==> src/rtl/pipe_hazard_ctrl_pkg.sv <==
// pipe_hazard_ctrl_pkg: opcodes, forwarding select codes and sequencer states shared by the hazard controller
package pipe_hazard_ctrl_pkg;
    localparam logic [6:0] OPC_LUI    = 7'b0110111;
    localparam logic [6:0] OPC_AUIPC  = 7'b0010111;
    localparam logic [6:0] OPC_JAL    = 7'b1101111;
    localparam logic [6:0] OPC_JALR   = 7'b1100111;
    localparam logic [6:0] OPC_BRANCH = 7'b1100011;
    localparam logic [6:0] OPC_LOAD   = 7'b0000011;
    localparam logic [6:0] OPC_STORE  = 7'b0100011;
    localparam logic [6:0] OPC_OP_IMM = 7'b0010011;
    localparam logic [6:0] OPC_OP     = 7'b0110011;
    localparam logic [6:0] OPC_SYSTEM = 7'b1110011;

    localparam logic [1:0] FWD_REGFILE = 2'b00;
    localparam logic [1:0] FWD_ALU     = 2'b01;
    localparam logic [1:0] FWD_LOAD    = 2'b10;
    localparam logic [1:0] FWD_PC4     = 2'b11;

    typedef enum logic [1:0] {
        ST_BOOT  = 2'd0,
        ST_RUN   = 2'd1,
        ST_FLUSH = 2'd2
    } state_t;
endpackage

==> src/rtl/pipe_hazard_ctrl_fwd_decode.sv <==
// hazard_fwd_decode: one s2 operand forwarding select from the s3 writer and the s2 source register
module hazard_fwd_decode
    import pipe_hazard_ctrl_pkg::*;
#(
    parameter bit RS2 = 1'b0
) (
    input  logic [31:0] inst_s2,
    input  logic [31:0] inst_s3,
    input  logic        valid_s3,
    output logic [1:0]  fwd_sel
);
    logic [6:0] opc2, opc3;
    logic [4:0] rd, rs;
    logic       writes, used;
    logic [1:0] code;

    // s3 write predicate, result source, and whether s2 actually reads the selected register
    always_comb begin
        opc2    = inst_s2[6:0];
        opc3    = inst_s3[6:0];
        rd      = inst_s3[11:7];
        rs      = RS2 ? inst_s2[24:20] : inst_s2[19:15];
        writes  = valid_s3 && rd != 5'd0 &&
                  (opc3 == OPC_LUI || opc3 == OPC_AUIPC || opc3 == OPC_OP || opc3 == OPC_OP_IMM ||
                   opc3 == OPC_LOAD || opc3 == OPC_JAL || opc3 == OPC_JALR);
        code    = opc3 == OPC_LOAD ? FWD_LOAD :
                  (opc3 == OPC_JAL || opc3 == OPC_JALR) ? FWD_PC4 : FWD_ALU;
        used    = RS2 ? (opc2 == OPC_OP || opc2 == OPC_STORE || opc2 == OPC_BRANCH)
                      : !(opc2 == OPC_LUI || opc2 == OPC_AUIPC || opc2 == OPC_JAL);
        fwd_sel = (writes && used && rs == rd) ? code : FWD_REGFILE;
    end
endmodule

==> src/rtl/pipe_hazard_ctrl.sv <==
// pipe_hazard_ctrl: boot hold, redirect squash, external freeze and s2 forwarding selects for the 3-stage core
module pipe_hazard_ctrl
    import pipe_hazard_ctrl_pkg::*;
#(
    parameter int BOOT_CYCLES  = 4,
    parameter int FLUSH_CYCLES = 1
) (
    input  logic        clk,
    input  logic        rst,
    input  logic [31:0] inst_s2,
    input  logic        valid_s2,
    input  logic [31:0] inst_s3,
    input  logic        valid_s3,
    input  logic        redirect_s2,
    input  logic        ext_stall,
    output logic        pc_stall,
    output logic        hold_pipe,
    output logic        kill_s1,
    output logic [1:0]  fwd_sel_a,
    output logic [1:0]  fwd_sel_b,
    output logic        boot_done
);
    localparam logic [2:0] BOOT_LOAD  = 3'(BOOT_CYCLES - 1);
    localparam logic [2:0] FLUSH_LOAD = 3'(FLUSH_CYCLES > 1 ? FLUSH_CYCLES - 2 : 0);

    state_t     state_q, state_d;
    logic [2:0] cnt_q, cnt_d;
    logic       boot_done_q, boot_done_d;
    logic       redir;
    logic [1:0] sel_a, sel_b;

    hazard_fwd_decode #(.RS2(1'b0)) u_fwd_a (.inst_s2(inst_s2), .inst_s3(inst_s3), .valid_s3(valid_s3), .fwd_sel(sel_a));
    hazard_fwd_decode #(.RS2(1'b1)) u_fwd_b (.inst_s2(inst_s2), .inst_s3(inst_s3), .valid_s3(valid_s3), .fwd_sel(sel_b));

    // sequencer next state and Mealy controls; a stalled redirect is retried because s2 is held
    always_comb begin
        state_d     = state_q;
        cnt_d       = cnt_q;
        boot_done_d = boot_done_q;
        pc_stall    = 1'b0;
        hold_pipe   = 1'b0;
        kill_s1     = 1'b0;
        redir       = redirect_s2 && valid_s2 && !ext_stall;
        case (state_q)
            ST_BOOT: begin
                pc_stall = 1'b1;
                kill_s1  = 1'b1;
                if (cnt_q == 3'd0) begin
                    state_d     = ST_RUN;
                    boot_done_d = 1'b1;
                end else begin
                    cnt_d = cnt_q - 3'd1;
                end
            end
            ST_RUN: begin
                pc_stall  = ext_stall;
                hold_pipe = ext_stall;
                kill_s1   = redir;
                if (redir && FLUSH_CYCLES > 1) begin
                    state_d = ST_FLUSH;
                    cnt_d   = FLUSH_LOAD;
                end
            end
            ST_FLUSH: begin
                pc_stall  = ext_stall;
                hold_pipe = ext_stall;
                kill_s1   = !ext_stall;
                if (redir) cnt_d = FLUSH_LOAD;
                else if (!ext_stall) begin
                    if (cnt_q == 3'd0) state_d = ST_RUN;
                    else cnt_d = cnt_q - 3'd1;
                end
            end
            default: state_d = ST_BOOT;
        endcase
        if (rst) begin
            pc_stall  = 1'b1;
            hold_pipe = 1'b0;
            kill_s1   = 1'b1;
        end
        fwd_sel_a = (rst || state_q == ST_BOOT || !valid_s2) ? FWD_REGFILE : sel_a;
        fwd_sel_b = (rst || state_q == ST_BOOT || !valid_s2) ? FWD_REGFILE : sel_b;
    end

    // state, shared counter and boot flag; reset restarts the full boot hold from any state
    always_ff @(posedge clk) begin
        if (rst) begin
            state_q     <= ST_BOOT;
            cnt_q       <= BOOT_LOAD;
            boot_done_q <= 1'b0;
        end else begin
            state_q     <= state_d;
            cnt_q       <= cnt_d;
            boot_done_q <= boot_done_d;
        end
    end

    assign boot_done = boot_done_q;
endmodule
==> config.mk <==
export PLATFORM = sky130hd
export DESIGN_NAME = pipe_hazard_ctrl
export DESIGN_NICKNAME = d
export VERILOG_FILES = /design/src/rtl/pipe_hazard_ctrl_pkg.sv /design/src/rtl/pipe_hazard_ctrl_fwd_decode.sv /design/src/rtl/pipe_hazard_ctrl.sv
export SDC_FILE = /design/constraint.sdc
export NUM_CORES = 1
export LEC_CHECK = 0
export ABC_AREA = 1
export CAP_MARGIN = 25
export CORE_MARGIN = 5
export CORE_UTILIZATION = 26
export CTS_CLUSTER_DIAMETER = 40
export DETAILED_ROUTE_END_ITERATION = 10
export PLACE_DENSITY = 0.77
export SLEW_MARGIN = 20
export SYNTH_ARGS = -nofsm -noshare
export SYNTH_HDL_FRONTEND = slang
export SYNTH_HIERARCHICAL = 1
export SYNTH_SLANG_ARGS = --single-unit
==> constraint.sdc <==
create_clock -name clk -period 0.95 [get_ports clk]
set_input_delay 0.1425 -clock clk [delete_from_list [all_inputs] [get_ports clk]]
set_output_delay 0.1425 -clock clk [all_outputs]
set_load 0.01 [all_outputs]
After elaboration in Yosys (flattened, before gate mapping)

Index checks and enable logic that the tools add are counted.

Shifts and indexed selects: 0
Magnitude comparators: 0
Divide/modulo/power cells: 0
Reductions and logical operators: 32
Multiplexer cells: 20
Equal/unequal tests: 20
$mul: 0
$add $sub $neg: 1
Bitwise gates (word level): 1

Operators by type and width:

| kind                  | count |
|---|---|
| $eq A7 B6 Y1 const B  | 5 |
| $eq A7 B7 Y1 const B  | 4 |
| $eq A7 B5 Y1 const B  | 3 |
| $mux W2               | 9 |
| $logic_or A1 B1 Y1    | 13 |
| $eq A5 B5 Y1          | 2 |
| $mux W3               | 3 |
| $logic_and A1 B1 Y1   | 8 |
| $eq A7 B2 Y1 const B  | 1 |
| $pmux W2 S3           | 1 |
| $pmux W3 S2           | 1 |
| $reduce_bool A5 Y1    | 1 |
| $mux W1               | 4 |
| $ne A2 B2 Y1 const B  | 2 |
| $reduce_and A2 Y1     | 2 |
| $logic_not A1 Y1      | 3 |
| $logic_not A3 Y1      | 1 |
| $ne A3 B3 Y1 const B  | 1 |
| $pmux W1 S3           | 1 |
| $reduce_and A3 Y1     | 1 |
| $sub A3 B1 Y3 const B | 1 |
| $eq A2 B1 Y1 const B  | 1 |
| $eq A2 B2 Y1 const B  | 1 |
| $logic_not A2 Y1      | 1 |
| other kinds (4)       | 4 |

RAM bits: 0
Output and inout bits: 8
Memory bits (read-only): 0
Bits in latches: 0
Memories: 0
Word-level logic and storage cells: 77
Input bits: 70
Flip-flop bits (word level): 6

Depth between registers and ports, before layout

Gate-level depths: netlist of run 1.

Depth in word-level cells: 12
Depth in mapped cells: 10
Gate-level depth less buffers: 10

Modules after synthesis

The synthesis of run 1 kept the hierarchy.

By module, submodules not included:

| module                       | area each (µm²) | cells each | seq. area each (µm²) | instances |
|---|---|---|---|---|
| pipe_hazard_ctrl             | 301.5           | 46         | 100.1                | 1 |
| hazard_fwd_decode at u_fwd_a | 217.7           | 50         | 0.0                  | 1 |
| hazard_fwd_decode at u_fwd_b | 215.2           | 50         | 0.0                  | 1 |

Worst setup path before layout of run 1

OpenSTA, ideal clock, no wires.

Kind: in2out
Start point: input inst_s3[10]
End point: output fwd_sel_b[0]
Slack: -0.003 ns
Buffers on the path: 0
Arrival time: 0.810 ns
Stages: 9
Data required time: 0.808 ns
Path through: inv_1 -> nor2_1 -> nor2_1 -> nand2_1 -> nor2_2 -> nand3_2 -> nor2_1 -> inv_1 -> nor2_1

Word-level cells in the longest chain between the ends: 7
Elaborated cells between the ends (all ways): 8
Those cells by class: 1 x eq/ne; 2 x mux; 5 x reduce/logical

RTL lines:

| item                             | line                              | RTL |
|---|---|---|
| from (decl)                      | pipe_hazard_ctrl.sv:12            | `input logic [31:0] inst_s3,` |
| $reduce_bool A5 Y1               | pipe_hazard_ctrl_fwd_decode.sv:23 | `writes = valid_s3 && rd != 5'd0 &&` |
| $logic_and A1 B1 Y1 (2 in a row) | pipe_hazard_ctrl_fwd_decode.sv:23 |  |
| $logic_and A1 B1 Y1              | pipe_hazard_ctrl_fwd_decode.sv:30 | `fwd_sel = (writes && used && rs == rd) ? code : FWD_REGFILE;` |
| $logic_and A1 B1 Y1 (*)          | pipe_hazard_ctrl_fwd_decode.sv:30 |  |
| $mux W2 (*)                      | pipe_hazard_ctrl_fwd_decode.sv:30 |  |
| named net sel_b[0]               | pipe_hazard_ctrl.sv:30            | `logic [1:0] sel_a, sel_b;` |
| $mux W2 (*)                      | pipe_hazard_ctrl.sv:82            | `fwd_sel_b = (rst \|\| state_q == ST_BOOT \|\| !valid_s2) ? FWD_REGFILE : sel_b;` |
| to (decl)                        | pipe_hazard_ctrl.sv:20            | `output logic [1:0] fwd_sel_b,` |

The timed path passes the listed nets; every way through them passes the cells marked *.

Worst setup path in the final report of run 1

Start point: register state_q[0]
End point: output fwd_sel_b[0]

Word-level cells in the longest chain between the ends: 4

RTL lines:

| item                            | line                   | RTL |
|---|---|---|
| from (decl)                     | pipe_hazard_ctrl.sv:26 | `state_t state_q, state_d;` |
| from (signal assigned)          | pipe_hazard_ctrl.sv:92 | `state_q <= state_d;` |
| $logic_not A2 Y1                | pipe_hazard_ctrl.sv:82 |  |
| $logic_or A1 B1 Y1 (2 in a row) | pipe_hazard_ctrl.sv:82 |  |
| $mux W2                         | pipe_hazard_ctrl.sv:82 |  |

No other way between the ends.

==> results of run 1 <==
[per-layer routing]
| layer | global-route usage | wire [um] |
|---|---|---|
| met1 | 0.132 | 947 |
| met2 | 0.181 | 959 |
| met3 | 0.0444 | 192 |
| met4 | 0 | 0 |
| met5 | 0 | 0 |
[path summary, 6_finish.rpt]
kind | end | slack [ps] | cells after the start
max | fwd_sel_b[0] | -220 | 5
min | state_q[0] | 440 | 3
max reg2reg | cnt_q[2] | 40 | 7
min reg2reg | boot_done | 440 | 2
[sequential cells by signal (all words and copies together) (netlist names)]
signal / cells
boot_done: 1
state_q: 1
cnt_q: 3
[power by group]
group          leakage [nW]  switching, mW  internal (mW)
registers            0.0411         0.0362          0.281
clock network        0.0150         0.0900          0.159
logic                 0.601          0.369          0.337
[placed cells by master, fill, tap and decap left out, drive strengths merged]
cell type / netlist / layout
nand2: 45 / 45
xor2: 1 / 1
nand3: 13 / 13
dlygate4sd2: 0 / 2
o21a: 2 / 2
clkbuf: 0 / 13
a21oi: 2 / 2
nand4: 2 / 2
buf: 0 / 33
ha: 2 / 2
nor2: 26 / 26
o21ai: 2 / 2
nor3: 1 / 1
clkdlybuf4s50: 0 / 2
and3: 1 / 1
inv: 39 / 39
xnor2: 1 / 1
clkdlybuf4s15: 0 / 2
nand3b: 3 / 3
dfxtp: 5 / 5
o21bai: 1 / 1
[cell type report]
type                    instances  share of cell area
multi-input cells             102               0.468
repair buffers                 48               0.274
inverters                      39               0.123
flip-flops and latches          5              0.0832
well taps                      31              0.0311
clock buffers                   4              0.0210
[worst min-delay path, cell delays in order]
cell	delay [ps]
dlygate4sd2_1	310
buf_4	170
a21oi_2	30
[timing repair]
action	in CTS	in global routing
hold buffers	0	0
cloned	0	0
setup endpoints to repair	11	12
gates resized for setup	158	44
pin swaps	45	33
[cells in the mapped netlist (2+ instances only)]
| cell | number |
|---|---|
| nand2_1 | 43 |
| inv_1 | 37 |
| nor2_1 | 22 |
| nand3_1 | 12 |
| dfxtp_1 | 5 |
| nand3b_1 | 3 |
| nor2_2 | 3 |
| a21oi_1 | 2 |
| ha_1 | 2 |
| inv_2 | 2 |
| nand2_2 | 2 |
| nand4_1 | 2 |
| o21a_1 | 2 |
| o21ai_0 | 2 |
[cells by family (layout without fill, tap and decap cells)]
family / count (synthesis) / count (layout) / share of synthesized area
XOR/XNOR: 2 / 2 / 0.0239
AO/OA/AOI/OAI: 7 / 7 / 0.0579
flip-flops: 5 / 5 / 0.136
AND/OR/NAND/NOR: 91 / 91 / 0.549
buffers and inverters: 39 / 91 / 0.199
adder cells (fa/ha/maj): 2 / 2 / 0.0341
==> impl_metrics.sql, run 1 <==
INSERT INTO impl_metrics (metric_group, metric, value, unit) VALUES
('cts', 'number_of_buffers_between_clock_root_and_the_deepest_sink', '2', ''),
('cts', 'clk_latency_worst_skew_pair', '240', 'ps'),
('placed_design', 'port_buffers', '42', ''),
('placed_design', 'placedInstanceArea', '1240', 'um^2'),
('sta', 'timing.slew.headroom', '0.857', ''),
('sta', 'final_period_minus_worst_setup_slack', '1170', 'ps'),
('yosys', 'yosys.area.top_type_share', '0.220', ''),
('critical_path', 'worstSetupEndpointType', 'output port', ''),
('cts', 'cts.reportedPaths.clkPinSlew', '50', 'ps'),
('final_layout', 'final_cell_area', '1250', 'um^2'),
('critical_path', 'crit_fanout', '4', ''),
('global_route', 'global_route.overflow_total', '0', ''),
('power', 'vdd.ir_drop.worst', '1.21', 'mV'),
('die', 'placement_rows', '19', ''),
('yosys', 'synthesis.area', '734', 'um^2'),
('sta', 'post-route-worst-setup-slack', '-219', 'ps'),
('final_layout', 'post_layout_nonfiller_instances', '229', ''),
('yosys', 'netlist_instances', '146', ''),
('sta', 'timing.hold.ws', '444', 'ps'),
('route', 'drt_wl_total', '2100', 'um'),
('final_layout', 'drive_above_1_share', '0.465', ''),
('cts', 'cts-htree-levels', '1', ''),
('sta', 'final_min_period_over_clock_period', '1.23', ''),
('sta', 'clock_skew', '5.18', 'ps'),
('yosys', 'yosysUniqueCellTypes', '21', ''),
('yosys', 'ys_dominant_reg_cell', 'dfxtp_1', ''),
('critical_path', 'critical_path.startpoint_type', 'flip-flop', ''),
('final_layout', 'multi_input_comb_area', '584', 'um^2'),
('die', 'ios', '78', ''),
('yosys', 'number_of_enable_type_register_cells_in_the_synthesized_netlist', '0', ''),
('yosys', 'post_synth_main_area_contributors', 'nand2_1 22%, inv_1 19%, dfxtp_1 14%, nor2_1 11%, nand3_1 8.2%', ''),
('yosys', 'ys_seq_elements', '5', ''),
('yosys', 'avgSynthCellArea', '5.03', 'um^2'),
('placed_design', 'placed_cells', '225', ''),
('final_layout', 'finish.net_count', '271', ''),
('placed_design', 'place_congestion', '0.811', ''),
('die', 'initial_cell_density_of_the_core', '0.269', ''),
('placed_design', 'dpl_worst_slack', '-1100', 'ps'),
('final_layout', 'layout.core_utilization', '0.457', ''),
('critical_path', 'setup.worst_path.start', 'state_q[0]', ''),
('route', 'detail_route.drc_violations', '0', ''),
('global_route', 'global_route.usage.total', '0.106', ''),
('critical_path', 'worst_path_max_delay_cell', 'dfxtp_2', ''),
('route', 'avgRoutedWirePerCell', '9.17', 'um'),
('cts', 'tritoncts.num_buffers', '3', ''),
('sta', 'totalNegativeSetupSlack', '-1310', 'ps'),
('status', 'run_status', 'finished with violations', ''),
('power', 'design_power_total', '1.27', 'mW'),
('status', 'failing_checks', 'negative setup slack', ''),
('critical_path', 'worst-endpoint-arrival', '1030', 'ps'),
('route', 'vias_per_cell', '4.31', ''),
('route', 'detailedRoute.firstIterationViolations', '52', ''),
('sta', 'timing_max_transition_violations_final', '0', ''),
('die', 'dieHeight', '63.2', 'um'),
('yosys', 'asyncSetResetFlopFracSynth', '0', ''),
('power', 'static-leakage-power', '0.657', 'nW'),
('critical_path', 'critical_path.max_stage_delay', '310', 'ps'),
('route', 'number_of_search_and_repair_iterations_in_the_first_detailed_routing_pass', '4', ''),
('global_route', 'antenna_violations_before_repair', '0', ''),
('global_route', 'grt_max_degree', '8', ''),
('sta', 'fmax', '0.855', 'GHz'),
('sta', 'setup_viol', '7', ''),
('global_route', 'first_global_vias', '911', ''),
('cts', 'root_buffer', 'clkbuf_4', ''),
('hold_path', 'hold_path.startpoint', 'rst', ''),
('final_layout', 'antennaDiodeCount', '0', ''),
('sta', 'finalHoldViolCount', '0', ''),
('final_layout', 'fillCellCount', '306', ''),
('run', 'cap_viol_max_count', '0', ''),
('critical_path', 'ordered_cell_list_for_the_critical_path', 'inv_2 > nor2_4 > nand2_4 > nor2_2 > buf_2', ''),
('sta', 'worstMarginPinSlew', '214', 'ps');
(Power assumes the default switching activity.)
==> inputs of run 2 (changes only) <==
--- a/config.mk
+++ b/config.mk
@@ -5,13 +5,12 @@
 export SDC_FILE = /design/constraint.sdc
 export NUM_CORES = 1
 export LEC_CHECK = 0
-export ABC_AREA = 1
 export CAP_MARGIN = 25
 export CORE_MARGIN = 5
-export CORE_UTILIZATION = 26
+export CORE_UTILIZATION = 22
 export CTS_CLUSTER_DIAMETER = 40
 export DETAILED_ROUTE_END_ITERATION = 10
-export PLACE_DENSITY = 0.77
+export PLACE_DENSITY = 0.74
 export SLEW_MARGIN = 20
 export SYNTH_ARGS = -nofsm -noshare
 export SYNTH_HDL_FRONTEND = slang
==> impl_metrics.sql, run 2 <==
INSERT INTO impl_metrics (metric_group, metric, value, unit) VALUES
('yosys', 'asyncSetResetFlopFracSynth', '0', ''),
('sta', 'clock_skew', '0.465', 'ps'),
('global_route', 'grt_util_met1', '0.116', ''),
('die', 'core', '2520', 'um^2'),
('yosys', 'synth_nets', '153', ''),
('global_route', 'met3_track_usage_gr', '0.0294', ''),
('cts', 'cts.reportedPaths.clkPinSlew', '40', 'ps'),
('sta', 'post-route-worst-setup-slack', '-631', 'ps'),
('yosys', 'synth_top_cell_by_area', 'dfxtp_1', ''),
('route', 'detail_route.drc_violations', '0', ''),
('sta', 'timing.slew.headroom', '0.797', ''),
('global_route', 'global_route.overflow_total', '0', ''),
('die', 'initial_cell_density_of_the_core', '0.233', ''),
('yosys', 'yosys.area.top_type_share', '0.171', ''),
('sta', 'setup_viol', '9', ''),
('sta', 'final_min_period_over_clock_period', '1.66', ''),
('final_layout', 'post_layout_nonfiller_instances', '172', ''),
('sta', 'finalHoldViolCount', '0', ''),
('final_layout', 'fillCellCount', '253', ''),
('final_layout', 'drive_above_1_share', '0.500', ''),
('final_layout', 'antennaDiodeCount', '0', ''),
('yosys', 'synthesis.area', '587', 'um^2'),
('sta', 'rsz0062_at_grt', 'true', ''),
('route', 'drt_wl_total', '2350', 'um'),
('global_route', 'global_route.usage.total', '0.126', ''),
('yosys', 'ys_seq_elements', '5', ''),
('yosys', 'sequential_area_share_after_synthesis', '0.171', ''),
('critical_path', 'worst-endpoint-arrival', '1440', 'ps'),
('global_route', 'grt_first_pass_wirelength', '3550', 'um'),
('route', 'detailedRoute.firstIterationViolations', '9', ''),
('status', 'failing_checks', 'negative setup slack', ''),
('final_layout', 'layout_common_cells', '12 x nor2_1, 11 x buf_6, 10 x dlygate4sd2_1, 10 x buf_4, 8 x dlymetal6s2s_1', ''),
('cts', 'cts_sinks', '5', ''),
('cts', 'cts-htree-levels', '1', ''),
('global_route', 'grtUsageMet2', '0.259', ''),
('cts', 'tritoncts.num_buffers', '3', ''),
('yosys', 'synthTopCellsByCount', '14 x nor2_1, 8 x a21oi_1, 6 x nand3_1', ''),
('final_layout', 'finish.net_count', '215', ''),
('route', 'vias', '803', ''),
('critical_path', 'crit_fanout', '4', ''),
('sta', 'final_period_minus_worst_setup_slack', '1580', 'ps'),
('placed_design', 'port_buffers', '42', ''),
('critical_path', 'criticalPathCategory', 'in -> out', ''),
('yosys', 'netlist_instances', '81', ''),
('yosys', 'yosys.cell_count.top_type', 'nor2_1', ''),
('route', 'avgRoutedWirePerCell', '13.7', 'um'),
('cts', 'number_of_buffers_between_clock_root_and_the_deepest_sink', '2', ''),
('critical_path', 'worstSetupEndpointType', 'output port', ''),
('critical_path', 'cp_data_required_time', '810', 'ps'),
('cts', 'root_buffer', 'clkbuf_4', ''),
('die', 'floorplan.die.width', '61.6', 'um'),
('sta', 'timing_max_transition_violations_final', '0', ''),
('critical_path', 'critical_path.startpoint_type', 'input port', ''),
('global_route', 'grt_max_degree', '8', ''),
('placed_design', 'detailed_place_hpwl', '1760', 'um'),
('sta', 'fmax', '0.633', 'GHz'),
('yosys', 'avgSynthCellArea', '7.24', 'um^2'),
('power', 'power.density_cell_area', '1050', 'nW/um^2'),
('route', 'number_of_search_and_repair_iterations_in_the_first_detailed_routing_pass', '4', ''),
('cts', 'clk_latency_worst_skew_pair', '240', 'ps'),
('global_route', 'antenna_violations_before_repair', '0', ''),
('die', 'placement_rows', '18', ''),
('final_layout', 'top_register', 'cnt_q', ''),
('final_layout', 'largest_register_ff_count', '3', ''),
('yosys', 'ys_dominant_reg_cell', 'dfxtp_1', ''),
('sta', 'worstMarginPinSlew', '302', 'ps'),
('die', 'dieArea', '3800', 'um^2'),
('die', 'dieHeight', '61.6', 'um'),
('run', 'cap_viol_max_count', '0', ''),
('cts', 'clock_tree_from_tritoncts', 'done', ''),
('power', 'design_power_total', '1.40', 'mW'),
('yosys', 'yosysUniqueCellTypes', '31', ''),
('power', 'vdd.ir_drop.worst', '1.08', 'mV'),
('status', 'run_status', 'finished with violations', ''),
('final_layout', 'area_growth', '127', '%'),
('yosys', 'post_synth_main_area_contributors', 'dfxtp_1 17%, nor2_1 9.0%, xnor2_1 7.5%, a21oi_1 6.8%, and2_1 5.3%', ''),
('placed_design', 'placed_cells', '162', ''),
('placed_design', 'place_congestion', '0.798', ''),
('power', 'static-leakage-power', '0.617', 'nW'),
('route', 'detail-route-antenna-nets', '0', ''),
('global_route', 'globalRoute.busiestLayer', 'met2', ''),
('global_route', 'first_global_vias', '881', ''),
('final_layout', 'layout.cells.most_common', 'nor2_1', ''),
('hold_path', 'min-delay-path-class', 'in -> reg', ''),
('yosys', 'number_of_enable_type_register_cells_in_the_synthesized_netlist', '0', ''),
('final_layout', 'layout.core_utilization', '0.528', ''),
('yosys', 'ys.warnings.count', '6', ''),
('route', 'vias_per_cell', '4.67', ''),
('die', 'ios', '78', '');
-- run 2: cell count changes in the layout (fill, tap and decap cells not counted), moves of 10 or more --
cell     previous run  this run
nand2_1            39         5
inv_1              23         1
buf_2              20         7
nor2_2             12         1
inv_2              13         3
-- run 2: path summary, 6_finish.rpt --
| check | to | cells past startpoint | start | slack (ps) |
|---|---|---|---|---|
| max | fwd_sel_a[1] | 6 | inst_s3[7] | -630 |
| min | state_q[0] | 3 | rst | 510 |
| max reg2reg | cnt_q[1] | 4 | cnt_q[0] | -60 |
| min reg2reg | boot_done | 2 | boot_done | 510 |
-- run 2: layout make-up --
| class | count | area, um^2 | area share |
|---|---|---|---|
| multi-input combinational | 70 | 611 | 0.459 |
| tap | 30 | 37.5 | 0.0282 |
| inverter | 5 | 21.3 | 0.0160 |
| sequential | 5 | 104 | 0.0780 |
| timing repair buffer | 58 | 532 | 0.399 |
| clock buffer | 4 | 26.3 | 0.0197 |
-- run 2: routing by layer --
layer / vias to the layer above / routed length, um
li1: 408 / -
met1: 374 / 780
met2: 19 / 1410
met3: 2 / 144
met4: 0 / 19
met5: - / 0
-- run 2: worst max-delay path, cell delays in order --
cell	delay, ps
buf_8	100
xor2_1	140
or4_4	570
nor4b_4	210
and2_1	140
buf_2	130
-- run 2: per-stage QoR --
stage	hold slack [ps]	cell area, um^2	setup TNS (ps)	worst slack, ps
after floorplan	395	613	-1220	-437
after global placement	451	1140	-7920	-1500
after detailed placement	478	1140	-8170	-1560
after CTS	438	1190	-3580	-804
after global routing	524	1330	-3800	-697
final	505	1330	-3310	-631
-- run 2: where the power goes --
group	internal [mW]	leakage, nW	switching (mW)	total [mW]
registers	0.284	0.0410	0.0508	0.335
logic	0.461	0.561	0.352	0.813
clock network	0.159	0.0150	0.0898	0.249
total	0.904	0.617	0.493	1.40
-- run 2: what timing repair did --
action,4_1_cts,5_1_grt
resized for setup,97,51
buffers inserted,4,2
pin swaps,27,22
endpoints found under the hold margin,0,0
hold buffers,0,0
endpoints found under the setup margin,11,12
-- run 2: cell families after synthesis --
kind of cell | Yosys count | share of synthesized area
muxes | 2 | 0.0341
xor gates and xnor gates | 8 | 0.151
DFF | 5 | 0.171
buffers and inverters | 6 | 0.0405
AOI/OAI and AO/OA | 13 | 0.130
adders and majority gates | 2 | 0.0426
and+or+nand+nor | 45 | 0.431
